--- config.mk ---
export PLATFORM = sky130hd
export DESIGN_NAME = sd_spi_fifo_port_flat
export DESIGN_NICKNAME = d
export VERILOG_FILES = /design/src/rtl/sd_spi_fifo_port_pkg.sv /design/src/rtl/sd_spi_fifo_port_if.sv /design/src/rtl/sd_spi_shifter.sv /design/src/rtl/sd_spi_fifo_port.sv /design/src/flat_wrapper.sv
export SDC_FILE = /design/constraint.sdc
export NUM_CORES = 1
export LEC_CHECK = 0
export ABC_AREA = 1
export CORE_ASPECT_RATIO = 1.1
export CORE_UTILIZATION = 55
export CTS_CLUSTER_SIZE = 8
export DETAILED_ROUTE_END_ITERATION = 10
export PLACE_DENSITY = 0.81
export SLEW_MARGIN = 25
export SYNTH_ARGS = -nofsm -noshare
export SYNTH_HDL_FRONTEND = slang
export SYNTH_HIERARCHICAL = 1
export SYNTH_SLANG_ARGS = --single-unit
export TNS_END_PERCENT = 30
--- constraint.sdc ---
create_clock -name iClk -period 2 [get_ports iClk]
set_input_delay 0.3 -clock iClk [delete_from_list [all_inputs] [get_ports iClk]]
set_output_delay 0.3 -clock iClk [all_outputs]
set_load 0.05 [all_outputs]
--- src/rtl/sd_spi_fifo_port_pkg.sv ---
// Shared constants for the buffered SD-card SPI port: register map, STATUS layout, line idle levels.
package sd_spi_pkg;

  typedef enum logic [2:0] {
    REG_DATA   = 3'd0,
    REG_CS     = 3'd1,
    REG_CLICK  = 3'd2,
    REG_STATUS = 3'd3,
    REG_DIV    = 3'd4,
    REG_FILL   = 3'd5,
    REG_RSVD6  = 3'd6,
    REG_RSVD7  = 3'd7
  } reg_off_e;

  typedef enum logic {
    SH_IDLE = 1'b0,
    SH_XFER = 1'b1
  } sh_state_e;

  localparam int ST_TX_FULL  = 0;
  localparam int ST_TX_EMPTY = 1;
  localparam int ST_RX_FULL  = 2;
  localparam int ST_RX_EMPTY = 3;
  localparam int ST_SH_BUSY  = 4;
  localparam int ST_OVF      = 5;
  localparam int ST_FILL     = 6;

  localparam logic       SPI_MOSI_IDLE = 1'b1;
  localparam logic       SPI_SCK_IDLE  = 1'b0;
  localparam logic [7:0] SPI_FILL_BYTE = 8'hFF;

endpackage

--- src/rtl/sd_spi_fifo_port_if.sv ---
// CPU I/O bus slice seen by the SD SPI port: strobed address/data in, one-cycle-latency read data out.
interface sd_spi_fifo_port_if;
  logic [19:0] iAddr;
  logic        iWr;
  logic        iRd;
  logic [7:0]  iData;
  logic [7:0]  oData;
  logic        oSel;

  modport master (output iAddr, iWr, iRd, iData, input oData, oSel);
  modport slave  (input iAddr, iWr, iRd, iData, output oData, oSel);
endinterface

--- src/rtl/sd_spi_shifter.sv ---
// Mode-0 SPI byte engine, MSB first; 16*(DIV+1) clocks per byte after iStart, oDone pulses as busy drops.
// iStart is only honoured while idle; the caller must hold off during the done cycle.
module sd_spi_shifter
  import sd_spi_pkg::*;
(
  input  logic       iClk,
  input  logic       iRstN,
  input  logic       iStart,
  input  logic [7:0] iTx,
  input  logic [7:0] iDiv,
  input  logic       iMiso,
  output logic       oMosi,
  output logic       oSck,
  output logic       oBusy,
  output logic       oDone,
  output logic [7:0] oRx
);

  sh_state_e  state_q, state_d;
  logic       done_q, done_d;
  logic       sck_q, sck_d;
  logic       mosi_q, mosi_d;
  logic [7:0] div_q, div_d;
  logic [7:0] cnt_q, cnt_d;
  logic [3:0] half_q, half_d;
  logic [7:0] tx_sh_q, tx_sh_d;
  logic [7:0] rx_sh_q, rx_sh_d;

  always_ff @(posedge iClk or negedge iRstN) begin
    if (!iRstN) begin
      state_q <= SH_IDLE;
      done_q  <= 1'b0;
      sck_q   <= SPI_SCK_IDLE;
      mosi_q  <= SPI_MOSI_IDLE;
      div_q   <= 8'd0;
      cnt_q   <= 8'd0;
      half_q  <= 4'd0;
      tx_sh_q <= 8'd0;
      rx_sh_q <= 8'd0;
    end else begin
      state_q <= state_d;
      done_q  <= done_d;
      sck_q   <= sck_d;
      mosi_q  <= mosi_d;
      div_q   <= div_d;
      cnt_q   <= cnt_d;
      half_q  <= half_d;
      tx_sh_q <= tx_sh_d;
      rx_sh_q <= rx_sh_d;
    end
  end

  // Even half-periods end in a rising edge (sample), odd ones in a falling edge (shift out).
  always_comb begin
    state_d = state_q;
    done_d  = 1'b0;
    sck_d   = sck_q;
    mosi_d  = mosi_q;
    div_d   = div_q;
    cnt_d   = cnt_q;
    half_d  = half_q;
    tx_sh_d = tx_sh_q;
    rx_sh_d = rx_sh_q;
    case (state_q)
      SH_IDLE: begin
        if (iStart) begin
          state_d = SH_XFER;
          div_d   = iDiv;
          cnt_d   = 8'd0;
          half_d  = 4'd0;
          sck_d   = SPI_SCK_IDLE;
          tx_sh_d = iTx;
          mosi_d  = iTx[7];
        end
      end
      SH_XFER: begin
        if (cnt_q == div_q) begin
          cnt_d  = 8'd0;
          half_d = half_q + 4'd1;
          if (!half_q[0]) begin
            sck_d   = 1'b1;
            rx_sh_d = {rx_sh_q[6:0], iMiso};
          end else begin
            sck_d   = 1'b0;
            tx_sh_d = {tx_sh_q[6:0], 1'b1};
            mosi_d  = tx_sh_q[6];
            if (half_q == 4'd15) begin
              state_d = SH_IDLE;
              done_d  = 1'b1;
              mosi_d  = SPI_MOSI_IDLE;
            end
          end
        end else begin
          cnt_d = cnt_q + 8'd1;
        end
      end
      default: state_d = SH_IDLE;
    endcase
  end

  assign oMosi = mosi_q;
  assign oSck  = sck_q;
  assign oBusy = (state_q == SH_XFER);
  assign oDone = done_q;
  assign oRx   = rx_sh_q;

endmodule

--- src/rtl/sd_spi_fifo_port.sv ---
// I/O-mapped SD SPI master with TX/RX FIFOs, SCK divider, chip selects and 0xFF fill bursts; reads 1-cycle latency.
// Full TX drops writes (sticky OVF); bytes are never launched while RX is full, so RX cannot overflow.
module sd_spi_fifo_port
  import sd_spi_pkg::*;
#(
  parameter logic [11:0] BASE_ADDR   = 12'h0B8,
  parameter int          FIFO_DEPTH  = 16,
  parameter int          NUM_CS      = 2,
  parameter logic [7:0]  DEFAULT_DIV = 8'd15
) (
  input  logic               iClk,
  input  logic               iRstN,
  sd_spi_fifo_port_if.slave  bus,
  input  logic               iSdMiso,
  output logic               oSdMosi,
  output logic               oSdSck,
  output logic [NUM_CS-1:0]  oSdCs,
  output logic               oBusy,
  output logic               oClick
);

  localparam int AW = $clog2(FIFO_DEPTH);
  localparam logic [AW:0] PTR_ONE = {{AW{1'b0}}, 1'b1};

  logic [7:0] tx_mem [FIFO_DEPTH];
  logic [7:0] rx_mem [FIFO_DEPTH];

  logic [AW:0]       tx_wp_q, tx_wp_d, tx_rp_q, tx_rp_d;
  logic [AW:0]       rx_wp_q, rx_wp_d, rx_rp_q, rx_rp_d;
  logic [NUM_CS-1:0] cs_q, cs_d;
  logic              click_q, click_d;
  logic              ovf_q, ovf_d;
  logic [7:0]        div_q, div_d;
  logic [7:0]        fill_cnt_q, fill_cnt_d;
  logic [7:0]        odata_q, odata_d;
  logic              osel_q, osel_d;

  logic       addr_hit, wr_hit, rd_hit, unused_addr_hi;
  reg_off_e   off;
  logic       tx_full, tx_empty, rx_full, rx_empty;
  logic       sh_busy, sh_done, sh_idle;
  logic [7:0] sh_rx, sh_tx;
  logic       launch, tx_pop, tx_push, rx_push, rx_pop, fill_dec;
  logic [7:0] rdata, status;

  assign unused_addr_hi = ^bus.iAddr[19:12];
  assign addr_hit = (bus.iAddr[11:3] == BASE_ADDR[11:3]);
  assign off      = reg_off_e'(bus.iAddr[2:0]);
  assign wr_hit   = bus.iWr && addr_hit;
  assign rd_hit   = bus.iRd && addr_hit;

  assign tx_empty = (tx_wp_q == tx_rp_q);
  assign tx_full  = (tx_wp_q[AW] != tx_rp_q[AW]) && (tx_wp_q[AW-1:0] == tx_rp_q[AW-1:0]);
  assign rx_empty = (rx_wp_q == rx_rp_q);
  assign rx_full  = (rx_wp_q[AW] != rx_rp_q[AW]) && (rx_wp_q[AW-1:0] == rx_rp_q[AW-1:0]);

  // The done cycle is not idle, so a new byte starts at the earliest one cycle after the RX push.
  assign sh_idle  = !sh_busy && !sh_done;
  assign launch   = sh_idle && !rx_full && (!tx_empty || (fill_cnt_q != 8'd0));
  assign tx_pop   = launch && !tx_empty;
  assign fill_dec = launch && tx_empty;
  assign tx_push  = wr_hit && (off == REG_DATA) && (!tx_full || tx_pop);
  assign rx_push  = sh_done;
  assign rx_pop   = rd_hit && (off == REG_DATA) && !rx_empty;
  assign sh_tx    = tx_empty ? SPI_FILL_BYTE : tx_mem[tx_rp_q[AW-1:0]];

  always_ff @(posedge iClk) begin
    if (tx_push) tx_mem[tx_wp_q[AW-1:0]] <= bus.iData;
    if (rx_push) rx_mem[rx_wp_q[AW-1:0]] <= sh_rx;
  end

  always_comb begin
    status              = 8'd0;
    status[ST_TX_FULL]  = tx_full;
    status[ST_TX_EMPTY] = tx_empty;
    status[ST_RX_FULL]  = rx_full;
    status[ST_RX_EMPTY] = rx_empty;
    status[ST_SH_BUSY]  = sh_busy;
    status[ST_OVF]      = ovf_q;
    status[ST_FILL]     = (fill_cnt_q != 8'd0);
  end

  always_comb begin
    rdata = 8'd0;
    case (off)
      REG_DATA:   rdata = rx_empty ? 8'hFF : rx_mem[rx_rp_q[AW-1:0]];
      REG_CS:     rdata[NUM_CS-1:0] = cs_q;
      REG_CLICK:  rdata[0] = click_q;
      REG_STATUS: rdata = status;
      REG_DIV:    rdata = div_q;
      REG_FILL:   rdata = fill_cnt_q;
      default:    rdata = 8'd0;
    endcase
  end

  always_comb begin
    tx_wp_d    = tx_push ? tx_wp_q + PTR_ONE : tx_wp_q;
    tx_rp_d    = tx_pop  ? tx_rp_q + PTR_ONE : tx_rp_q;
    rx_wp_d    = rx_push ? rx_wp_q + PTR_ONE : rx_wp_q;
    rx_rp_d    = rx_pop  ? rx_rp_q + PTR_ONE : rx_rp_q;
    cs_d       = cs_q;
    click_d    = click_q;
    div_d      = div_q;
    fill_cnt_d = fill_dec ? fill_cnt_q - 8'd1 : fill_cnt_q;
    ovf_d      = ovf_q;
    if (wr_hit) begin
      case (off)
        REG_CS:     cs_d = bus.iData[NUM_CS-1:0];
        REG_CLICK:  click_d = !click_q;
        REG_STATUS: if (bus.iData[ST_OVF]) ovf_d = 1'b0;
        REG_DIV:    div_d = bus.iData;
        REG_FILL:   fill_cnt_d = bus.iData;
        default:    ;
      endcase
    end
    // A dropped DATA write outranks a same-cycle OVF clear.
    if (wr_hit && (off == REG_DATA) && !tx_push) ovf_d = 1'b1;
    osel_d  = rd_hit && (off != REG_RSVD6) && (off != REG_RSVD7);
    odata_d = osel_d ? rdata : odata_q;
  end

  always_ff @(posedge iClk or negedge iRstN) begin
    if (!iRstN) begin
      tx_wp_q    <= '0;
      tx_rp_q    <= '0;
      rx_wp_q    <= '0;
      rx_rp_q    <= '0;
      cs_q       <= '1;
      click_q    <= 1'b0;
      ovf_q      <= 1'b0;
      div_q      <= DEFAULT_DIV;
      fill_cnt_q <= 8'd0;
      odata_q    <= 8'd0;
      osel_q     <= 1'b0;
    end else begin
      tx_wp_q    <= tx_wp_d;
      tx_rp_q    <= tx_rp_d;
      rx_wp_q    <= rx_wp_d;
      rx_rp_q    <= rx_rp_d;
      cs_q       <= cs_d;
      click_q    <= click_d;
      ovf_q      <= ovf_d;
      div_q      <= div_d;
      fill_cnt_q <= fill_cnt_d;
      odata_q    <= odata_d;
      osel_q     <= osel_d;
    end
  end

  sd_spi_shifter u_shifter (
    .iClk   (iClk),
    .iRstN  (iRstN),
    .iStart (launch),
    .iTx    (sh_tx),
    .iDiv   (div_q),
    .iMiso  (iSdMiso),
    .oMosi  (oSdMosi),
    .oSck   (oSdSck),
    .oBusy  (sh_busy),
    .oDone  (sh_done),
    .oRx    (sh_rx)
  );

  assign bus.oData = odata_q;
  assign bus.oSel  = osel_q;
  assign oSdCs     = cs_q;
  assign oClick    = click_q;
  assign oBusy     = !tx_empty || (fill_cnt_q != 8'd0) || sh_busy;

endmodule

--- src/flat_wrapper.sv ---
// flat-port wrapper written by rule: the top's interface ports become plain ports
module sd_spi_fifo_port_flat import sd_spi_pkg::*;
#(
  parameter logic [11:0] BASE_ADDR   = 12'h0B8,
  parameter int          FIFO_DEPTH  = 16,
  parameter int          NUM_CS      = 2,
  parameter logic [7:0]  DEFAULT_DIV = 8'd15
)
  (iClk, iRstN, iSdMiso, oSdMosi, oSdSck, oSdCs, oBusy, oClick, bus_iAddr, bus_iWr, bus_iRd, bus_iData, bus_oData, bus_oSel);
  sd_spi_fifo_port_if bus_i ();
  input  logic iClk;
  input  logic iRstN;
  input  logic iSdMiso;
  output logic oSdMosi;
  output logic oSdSck;
  output logic [NUM_CS-1:0] oSdCs;
  output logic oBusy;
  output logic oClick;
  input wire logic [$bits(bus_i.iAddr)-1:0] bus_iAddr;
  input wire logic [$bits(bus_i.iWr)-1:0] bus_iWr;
  input wire logic [$bits(bus_i.iRd)-1:0] bus_iRd;
  input wire logic [$bits(bus_i.iData)-1:0] bus_iData;
  output wire logic [$bits(bus_i.oData)-1:0] bus_oData;
  output wire logic [$bits(bus_i.oSel)-1:0] bus_oSel;
  assign bus_i.iAddr = bus_iAddr;
  assign bus_i.iWr = bus_iWr;
  assign bus_i.iRd = bus_iRd;
  assign bus_i.iData = bus_iData;
  assign bus_oData = bus_i.oData;
  assign bus_oSel = bus_i.oSel;
  sd_spi_fifo_port #(.BASE_ADDR(BASE_ADDR), .FIFO_DEPTH(FIFO_DEPTH), .NUM_CS(NUM_CS), .DEFAULT_DIV(DEFAULT_DIV)) u_core (.iClk(iClk), .iRstN(iRstN), .bus(bus_i), .iSdMiso(iSdMiso), .oSdMosi(oSdMosi), .oSdSck(oSdSck), .oSdCs(oSdCs), .oBusy(oBusy), .oClick(oClick));
endmodule
==> qor.txt, run 1 <==
Sink Count -> 343
Clock-pin slew of the registers on the worst-case setup and hold paths -> 0.05 ns
Fin crit period -> 2.15 ns
Avg Cell Area, Syn -> 10.3 um2
DP HPWL -> 24400 um
Gr ovfl total -> 0
Core box area -> 27000 um2
Top_reg_cell synth -> edfxtp_1
Hold Violations, Final -> 0
Violated checks -> negative setup slack
Overall routed net length -> 38900 um
Vias in the first global route -> 11496
Clock latency on the worst-skew pair -> 0.55 ns
GPL Wtd Cong -> 0.952
RSZ-0062 raised after global routing -> yes
Arr. time, crit path -> 1.85 ns
Die area -> 28300 um2
Fin. max-slew vios -> 0
VDD IR max -> 679 uV
Relative slew margins -> 0.510
First-pass GRT wire length -> 60500 um
Final nets -> 1694
Max Freq -> 465 MHz
Root Driver -> clkbuf_16
Reg area -> 9880 um2
Final period util -> 1.08
Max Cap Violations -> 0
Hold crit path type -> in2async
CP Capture Type -> primary output
Critical path class -> reg2out
Cell Area, Placed -> 16700 um2
# diodes -> 0
CP Launch Type -> flop
Syn Nets -> 1522
Cell Pwr Density -> 1180 nW/um2
Post-synth EDFFs -> 256
Register area share after synthesis -> 0.649
Initial antenna violation count -> 0
YS warnings -> 6
Outcome -> finished, violations left
# setup viols final -> 9
GRT Util Overall -> 0.276
Final core utilization -> 0.683
Drt wl/cell -> 19.0 um
Drt initial violations -> 1323
Drt first pass iters -> 5
Fin Setup TNS -> -0.496 ns
Htree depth -> 2
PortBufs -> 39
Synthesized cell area -> 15200 um2
Final Cell Area -> 18500 um2
Placement Setup Slack -> -0.429 ns
Worst EP required -> 1.70 ns
Setup Skew -> 0.0317 ns
TritonCTS buffer count -> 48
CTS tree -> built
Crit-path max FO -> 3
Fillers -> 1923
Die Width -> 161 um
Footprint of the multi-input gates -> 4730 um2
Area Growth Syn to Fin -> 21.4%
Core Rows -> 63
Slew @ Worst Pin -> 0.734 ns
Initial core utilization -> 0.563
Count of cell types in the netlist -> 42
Largest net degree at the start of global routing -> 68
Residual DRC -> 0
Clk buf depth -> 3
ANT nets after route -> 0
Io pins -> 48
Cells after Synth -> 1475
Synthesized flop and latch total -> 343
Leak -> 7.64 nW
Asr flop ratio synth -> 0.254
Drt via density -> 5.73
Die Ht -> 176 um
Setup WS post-layout -> -0.151 ns
Worst hold slack -> 0.186 ns
Layout cell share with drive strength beyond 1 -> 0.158
Vias post-DR -> 11721
## what timing repair did
action,CTS,global route
pin swaps,6,5
endpoints found under the hold margin,20,0
gates resized for setup,22,27
cloned,2,0
hold buffers,1,0
endpoints found under the setup margin,28,152
buffers inserted,6,10
## Yosys cell counts (3+ instances only)
master	number	area share
dfstp_2	7	0.012
buf_4	5	0.0025
inv_1	105	0.026
nand4_1	20	0.0082
nand2_2	6	0.0025
mux2_2	3	0.0022
dfrtp_1	80	0.13
xnor2_1	8	0.0046
nand3_1	104	0.034
nor2_1	176	0.043
edfxtp_1	256	0.51
nand2_1	386	0.095
o21ai_0	104	0.034
buf_2	20	0.0066
o221ai_1	13	0.0075
o211ai_1	17	0.0084
a21oi_1	13	0.0043
nand2_4	3	0.0022
o21ai_1	11	0.0036
xor2_1	25	0.014
inv_2	9	0.0022
o22ai_1	24	0.0099
clkbuf_1	30	0.0074
ha_1	14	0.012
nor3_1	9	0.0030
nor2_2	6	0.0025
## critical path, cell delays in order (launching register included)
cell,delay (ns)
dfrtp_1,0.43
xnor2_2,0.33
nand3_4,0.13
nor2_4,0.12
buf_6,0.11
nand2_4,0.04
buf_8,0.15
## layout by cell type, fill, tap and decap left out, drive strengths merged, types with 10 or more instances in the layout
| master | synthesis | layout |
|---|---|---|
| nand2 | 395 | 395 |
| edfxtp | 256 | 256 |
| nor2 | 186 | 186 |
| buf | 28 | 142 |
| inv | 116 | 118 |
| o21ai | 115 | 115 |
| nand3 | 105 | 105 |
| clkbuf | 30 | 88 |
| dfrtp | 80 | 80 |
| xor2 | 25 | 25 |
| clkdlybuf4s50 | 0 | 24 |
| o22ai | 24 | 24 |
| nand4 | 23 | 23 |
| o211ai | 17 | 17 |
| ha | 14 | 14 |
| a21oi | 13 | 13 |
| o221ai | 13 | 13 |
| dlygate4sd2 | 0 | 10 |
## cells by family after synthesis
| group | share of synthesized area |
|---|---|
| buf+inv | 0.0474 |
| flops | 0.649 |
| simple gates | 0.201 |
| fa+ha+maj | 0.0115 |
| xor+xnor | 0.0190 |
| compound gates | 0.0702 |
| mux | 0.00222 |
## power by group
part | internal [mW] | switching, mW | total [mW]
clock network | 4.60 | 2.95 | 7.55
logic | 1.85 | 3.15 | 5.00
registers | 8.43 | 0.736 | 9.16
## state kept, by name (all words and copies together) (netlist names)
register	flops
u_core/bus.oData	8
u_core/tx_wp_q	5
u_core/u_shifter/div_q	8
u_core/bus.oSel	1
u_core/u_shifter/oDone	1
u_core/u_shifter/oBusy	1
u_core/ovf_q	1
u_core/tx_rp_q	5
u_core/rx_mem	128
u_core/rx_rp_q	5
u_core/rx_wp_q	5
u_core/div_q	8
u_core/oClick	1
u_core/fill_cnt_q	8
u_core/u_shifter/oMosi	1
u_core/u_shifter/cnt_q	8
u_core/tx_mem	128
u_core/oSdCs	2
u_core/u_shifter/half_q	4
u_core/u_shifter/oRx	8
u_core/u_shifter/tx_sh_q	7
## area by class of cell
class | count | area share
sequential | 343 | 0.535
clock inverter | 2 | 0.00217
multi-input combinational | 957 | 0.256
clock buffer | 88 | 0.0743
tap | 357 | 0.0242
timing repair buffer | 180 | 0.0844
inverter | 117 | 0.0240
## path summary, 6_finish.rpt
path / start / slack, ns / cells after the start / to
max: u_core/tx_wp_q[4]$_DFFE_PN0P_ / -0.15 / 6 / oBusy
min: iRstN / 0.19 / 2 / u_core/u_shifter/tx_sh_q[0]$_DFFE_PN0P_
max reg2reg: u_core/tx_rp_q[0]$_DFFE_PN0P_ / -0.13 / 11 / u_core/u_shifter/tx_sh_q[1]$_DFFE_PN0P_
min reg2reg: u_core/u_shifter/oMosi$_DFFE_PN1P_ / 0.47 / 2 / u_core/u_shifter/oMosi$_DFFE_PN1P_
max in group asynchronous: iRstN / 1.13 / 3 / u_core/u_shifter/oRx[3]$_DFFE_PN0P_
min in group iClk: iSdMiso / 0.41 / 3 / u_core/u_shifter/oRx[0]$_DFFE_PN0P_
## routing by layer
metal	GRT usage	wire length [um]
met5	0	0
met2	0.457	19000
met3	0.0404	3190
met1	0.360	15100
met4	0.128	1620
## per-stage QoR
step,power [mW],std cells
after floorplan,11.9,1475
after detailed placement,13.7,1935
after CTS,21.4,2034
after global routing,22.6,2044
after global placement,13.5,1935
final,21.7,2044
Note: power is estimated with default switching activity, not from simulation.
==> run 2, diff against run 1 <==
--- a/config.mk
+++ b/config.mk
@@ -7,10 +7,11 @@
 export LEC_CHECK = 0
 export ABC_AREA = 1
 export CORE_ASPECT_RATIO = 1.1
-export CORE_UTILIZATION = 55
+export CORE_UTILIZATION = 65
+export CTS_CLUSTER_DIAMETER = 60
 export CTS_CLUSTER_SIZE = 8
 export DETAILED_ROUTE_END_ITERATION = 10
-export PLACE_DENSITY = 0.81
+export PLACE_DENSITY = 0.9
 export SLEW_MARGIN = 25
 export SYNTH_ARGS = -nofsm -noshare
 export SYNTH_HDL_FRONTEND = slang
==> constraint.sdc (replaced) <==
create_clock -name iClk -period 2.7 [get_ports iClk]
set_input_delay 0.405 -clock iClk [delete_from_list [all_inputs] [get_ports iClk]]
set_output_delay 0.405 -clock iClk [all_outputs]
set_load 0.05 [all_outputs]
==> run 2 against run 1 <==
  * The flow now finishes without violations
  * First-iteration DRC count increased by 21%
  * Combinational power decreased by 36%
  * Critical path depth increased by 2
  * Die area decreased by 15%
  * Final area decreased by 4.9%
  * Clock skew increased by 0.0033 ns
  * Register-to-register slack improved by 0.43 ns
  * Hold slack improved by 0.26 ns
  * Clock power decreased by 24%
  * Clock-buffer cell count decreased by 1
  * Core utilization increased by 8.3 points
==> qor.txt, run 2 (synthesis results as in run 1) <==
Clock-pin slew of the registers on the worst-case setup and hold paths -> 0.05 ns
GRT Util Overall -> 0.325
Final period util -> 0.956
Post-layout instance count excluding filler cells -> 1899
Fin crit period -> 2.58 ns
PortBufs -> 39
First-pass GRT wire length -> 59700 um
Slew @ Worst Pin -> 0.873 ns
CTS tree -> built
Initial antenna violation count -> 0
Fin. max-slew vios -> 0
Sink Count -> 343
Placed Instances -> 1807
# diodes -> 0
Critical path origin -> u_core/tx_rp_q[2]$_DFFE_PN0P_
Core Rows -> 58
Worst hold slack -> 0.446 ns
Commonest non-fill, non-tap cell in the layout -> nand2_1
VDD IR max -> 750 uV
CP Launch Type -> flop
RSZ-0062 raised after global routing -> no
Largest net degree at the start of global routing -> 66
Hold crit path type -> in2async
Relative slew margins -> 0.416
Outcome -> completed
Final nets -> 1606
Cell Pwr Density -> 895 nW/um2
Vias post-DR -> 11648
Crit-path max FO -> 7
Leak -> 7.08 nW
Worst EP required -> 2.30 ns
Post-CTS Setup Bufs -> 0
Vias in the first global route -> 11400
Arr. time, crit path -> 2.18 ns
Io pins -> 48
Core box area -> 22900 um2
Tot Pwr -> 15.7 mW
TritonCTS buffer count -> 49
Critical path class -> reg2out
Area Growth Syn to Fin -> 15.5%
Drt wl/cell -> 20.2 um
Initial core utilization -> 0.664
Max Freq -> 387 MHz
CP Capture Type -> primary output
DP HPWL -> 23200 um
Die Ht -> 162 um
Hold Violations, Final -> 0
RR Startpoint -> u_core/u_shifter/oDone$_DFF_PN0_
Most frequent cells in the layout -> 386 x nand2_1, 256 x edfxtp_1, 176 x nor2_1, 105 x inv_1
Die area -> 24000 um2
Overall routed net length -> 38400 um
Htree depth -> 2
Clk buf depth -> 3
Final core utilization -> 0.766
Drt first pass iters -> 8
Fin Setup TNS -> 0 ns
Max Cap Violations -> 0
Drt via density -> 6.13
Gr ovfl total -> 0
ANT nets after route -> 0
Residual DRC -> 0
# setup viols final -> 0
GPL Wtd Cong -> 0.937
Clock latency on the worst-skew pair -> 0.55 ns
Setup Skew -> 0.0351 ns
Layout cell share with drive strength beyond 1 -> 0.0976
Root Driver -> clkbuf_16
Drt initial violations -> 1604
Die Width -> 148 um
## run 2: cell type report
class | count | area (um2)
flip-flops and latches | 343 | 9880
fillers | 1330 | 5360
multi-input cells | 957 | 4620
clock buffers | 87 | 1390
repair buffers | 91 | 791
inverters | 117 | 444
well taps | 300 | 375
clock inverters | 4 | 73.8
## run 2: critical path: stages (launching register included)
cell     delay, ns
dfrtp_1       0.48
inv_2         0.15
nand2_1       0.08
nand2_1       0.08
nor2_4        0.20
nand3_1       0.13
nor2_1        0.17
nand2_1       0.12
buf_4         0.21
## run 2: power by group
part	switching, mW	total [mW]	internal, mW	leakage (nW)
combinational	2.20	3.20	1.00	2.96
sequential	0.556	6.80	6.24	3.43
clock	2.17	5.72	3.55	0.691
## run 2: routing by layer
layer	routed length, um	part of all wire	GRT usage	vias up
met5	0	0	0	-
met4	1830	0.048	0.163	0
met3	3420	0.089	0.0445	163
met2	18900	0.49	0.549	787
met1	14200	0.37	0.416	5510
li1	-	-	-	5188
## run 2: final timing paths
path	depth (start not counted)	slack [ns]	end
max reg2reg	8	0.30	u_core/u_shifter/tx_sh_q[4]$_DFFE_PN0P_
min	2	0.45	u_core/u_shifter/cnt_q[4]$_DFFE_PN0P_
max in group asynchronous	3	1.56	u_core/oSdCs[1]$_DFFE_PN1P_
min reg2reg	2	0.47	u_core/u_shifter/oMosi$_DFFE_PN1P_
min in group iClk	2	0.47	u_core/u_shifter/oMosi$_DFFE_PN1P_
max	8	0.12	oBusy
## run 2: timing repair
| action | 4_1_cts | 5_1_grt |
|---|---|---|
| hold endpoints to repair | 44 | 0 |
| hold buffers | 1 | 0 |
| endpoints found under the setup margin | 0 | 1 |
| resized for setup | 0 | 2 |
## run 2: stage by stage
stage          instance area, um2  setup slack (ns)
2_1_floorplan               15200             0.494
3_3_place_gp                16100            0.0684
3_5_place_dp                16100           0.00240
4_1_cts                     17600            0.0809
5_1_grt                     17600           0.00433
6_report                    17600             0.118
==> run 3, diff against run 2 <==
--- a/config.mk
+++ b/config.mk
@@ -7,11 +7,11 @@
 export LEC_CHECK = 0
 export ABC_AREA = 1
 export CORE_ASPECT_RATIO = 1.1
-export CORE_UTILIZATION = 65
+export CORE_UTILIZATION = 40
 export CTS_CLUSTER_DIAMETER = 60
 export CTS_CLUSTER_SIZE = 8
 export DETAILED_ROUTE_END_ITERATION = 10
-export PLACE_DENSITY = 0.9
+export PLACE_DENSITY = 0.62
 export SLEW_MARGIN = 25
 export SYNTH_ARGS = -nofsm -noshare
 export SYNTH_HDL_FRONTEND = slang
==> run 3 against run 2 <==
  * First-iteration DRC count is 48% lower
  * Global-route usage shrank 14 points
  * Setup slack better by 0.10 ns
  * Sequential share of layout area fell by 0.79 points
  * Via count down 8.5%
  * Non-clock buffer count is 13 higher
  * Final area rose by 1.4%
  * Die area up 62%
  * Cell count rose by 11%
  * Sequential power is essentially flat
  * Clock skew shrank 0.012 ns
  * Critical path type unchanged
==> qor.txt, run 3 (synthesis results as in run 1) <==
Outcome -> completed
Overall routed net length -> 35600 um
Relative slew margins -> 0.441
GPL Wtd Cong -> 0.866
Critical R2R Capture -> u_core/u_shifter/half_q[0]$_DFFE_PN0P_
Hold crit path type -> in2async
Clock-pin slew of the registers on the worst-case setup and hold paths -> 0.05 ns
Fin. max-slew vios -> 0
Drt wl/cell -> 16.9 um
Max Cap Violations -> 0
Slowest stage cell, crit path -> dfrtp_1
Worst setup path endpoint -> oBusy
Leak -> 7.11 nW
ANT nets after route -> 0
# diodes -> 0
PortBufs -> 39
Gr ovfl total -> 0
Footprint of the multi-input gates -> 4620 um2
CP Launch Type -> flop
Cell Area, Placed -> 16400 um2
Die Width -> 188 um
Initial antenna violation count -> 1
Clk buf depth -> 3
Die area -> 38800 um2
Most frequent cells in the layout -> 386 x nand2_1, 256 x edfxtp_1, 176 x nor2_1, 105 x inv_1
Core box area -> 37300 um2
Critical-path cell list -> inv_2 > nand2_1 > nand2_1 > nor2_4 > nand3_1 > nor2_1 > nand2_1 > buf_4
# setup viols final -> 0
Drt initial violations -> 841
Final period util -> 0.918
Most used cell, CP -> nand2_1
R2R depth -> 13
VDD IR max -> 435 uV
Worst EP required -> 2.30 ns
Sink Count -> 343
Area Growth Syn to Fin -> 17.1%
Cell Pwr Density -> 860 nW/um2
Clock latency on the worst-skew pair -> 0.55 ns
GRT Util Overall -> 0.187
Hold Violations, Final -> 0
Max Freq -> 403 MHz
Fin Setup TNS -> 0 ns
Fillers -> 3394
CP peak stage delay -> 0.55 ns
Drt via density -> 5.07
Layout cell share with drive strength beyond 1 -> 0.102
Io pins -> 48
Drt first pass iters -> 6
Core Rows -> 74
Critical path class -> reg2out
Commonest non-fill, non-tap cell in the layout -> nand2_1
Critical path origin -> u_core/tx_wp_q[2]$_DFFE_PN0P_
Setup WS post-layout -> 0.221 ns
Htree depth -> 2
Setup Skew -> 0.0229 ns
RSZ-0062 raised after global routing -> no
Final Cell Area -> 17800 um2
Vias post-DR -> 10661
Initial core utilization -> 0.408
TritonCTS buffer count -> 48
Slack of the worst reg-to-reg path -> 0.51 ns
Vias in the first global route -> 10453
RR Startpoint -> u_core/tx_rp_q[2]$_DFFE_PN0P_
Largest net degree at the start of global routing -> 77
Post-layout instance count excluding filler cells -> 2104
Crit-path max FO -> 8
Residual DRC -> 0
Placement Setup Slack -> 0.0179 ns
Placed Instances -> 2014
Final core utilization -> 0.478
DP HPWL -> 23400 um
Die Ht -> 207 um
CP Capture Type -> primary output
Slew @ Worst Pin -> 0.835 ns
CTS tree -> built
Final nets -> 1618
First-pass GRT wire length -> 57000 um
Reg area -> 9880 um2
Root Driver -> clkbuf_16
Post-CTS Setup Bufs -> 0
Arr. time, crit path -> 2.07 ns
Fin crit period -> 2.48 ns
run 3: changes by cell type in the layout (fill, tap and decap cells not counted):
cell and delta:
dfrtp_1 +1, buf_4 +13, clkinvlp_4 -1, inv_6 +1
bufinv_16 -1, clkbuf_16 -2, inv_16 -1, clkbuf_1 +2
dfrtp_2 -1
run 3: where the power goes:
group / internal, mW / switching, mW / leakage [nW]
logic: 1.01 / 2.07 / 3.03
clock network: 3.33 / 2.15 / 0.649
registers: 6.24 / 0.535 / 3.43
run 3: worst min-delay path by stage:
stage / start / end / cells after the start
after floorplan: iRstN / u_core/bus.oData[0]$_DFFE_PN0P_ / 0
after global placement: u_core/u_shifter/oMosi$_DFFE_PN1P_ / u_core/u_shifter/oMosi$_DFFE_PN1P_ / 2
after detailed placement: u_core/u_shifter/oMosi$_DFFE_PN1P_ / u_core/u_shifter/oMosi$_DFFE_PN1P_ / 2
after CTS: iRstN / u_core/u_shifter/div_q[4]$_DFFE_PN0P_ / 2
after global routing: iSdMiso / u_core/u_shifter/oRx[0]$_DFFE_PN0P_ / 3
final: iRstN / u_core/u_shifter/div_q[0]$_DFFE_PN0P_ / 2
run 3: cell type report:
type                    count  share of cell area
flip-flops and latches    343               0.554
inverters                 117              0.0249
multi-input cells         957               0.259
repair buffers            104              0.0498
well taps                 494              0.0347
clock buffers              87              0.0756
clock inverters             2             0.00140
run 3: layer usage:
metal	global-route usage	wire length, um	up-vias
li1	-	-	5204
met1	0.254	16100	5058
met2	0.303	16300	333
met3	0.0303	2160	66
met4	0.0703	1080	0
met5	0	0	-
run 3: stage by stage:
| stage | power, mW | hold slack, ns |
|---|---|---|
| final | 15.3 | 0.433 |
| after global routing | 16.1 | 0.480 |
| after CTS | 15.4 | 0.453 |
| after detailed placement | 9.93 | 0.458 |
| after global placement | 9.87 | 0.454 |
| after floorplan | 8.84 | 0.109 |
run 3: timing repair:
item                                   4_1_cts  5_1_grt
endpoints found under the hold margin       47        0
hold buffers                                 1        0
resized for setup                            0        0
run 3: worst max-delay path: cells and delay by family (launching register included):
family | cells | cell delay (ns)
buffers and inverters | 2 | 0.29
and+or+nand+nor | 6 | 0.69
DFF | 1 | 0.55
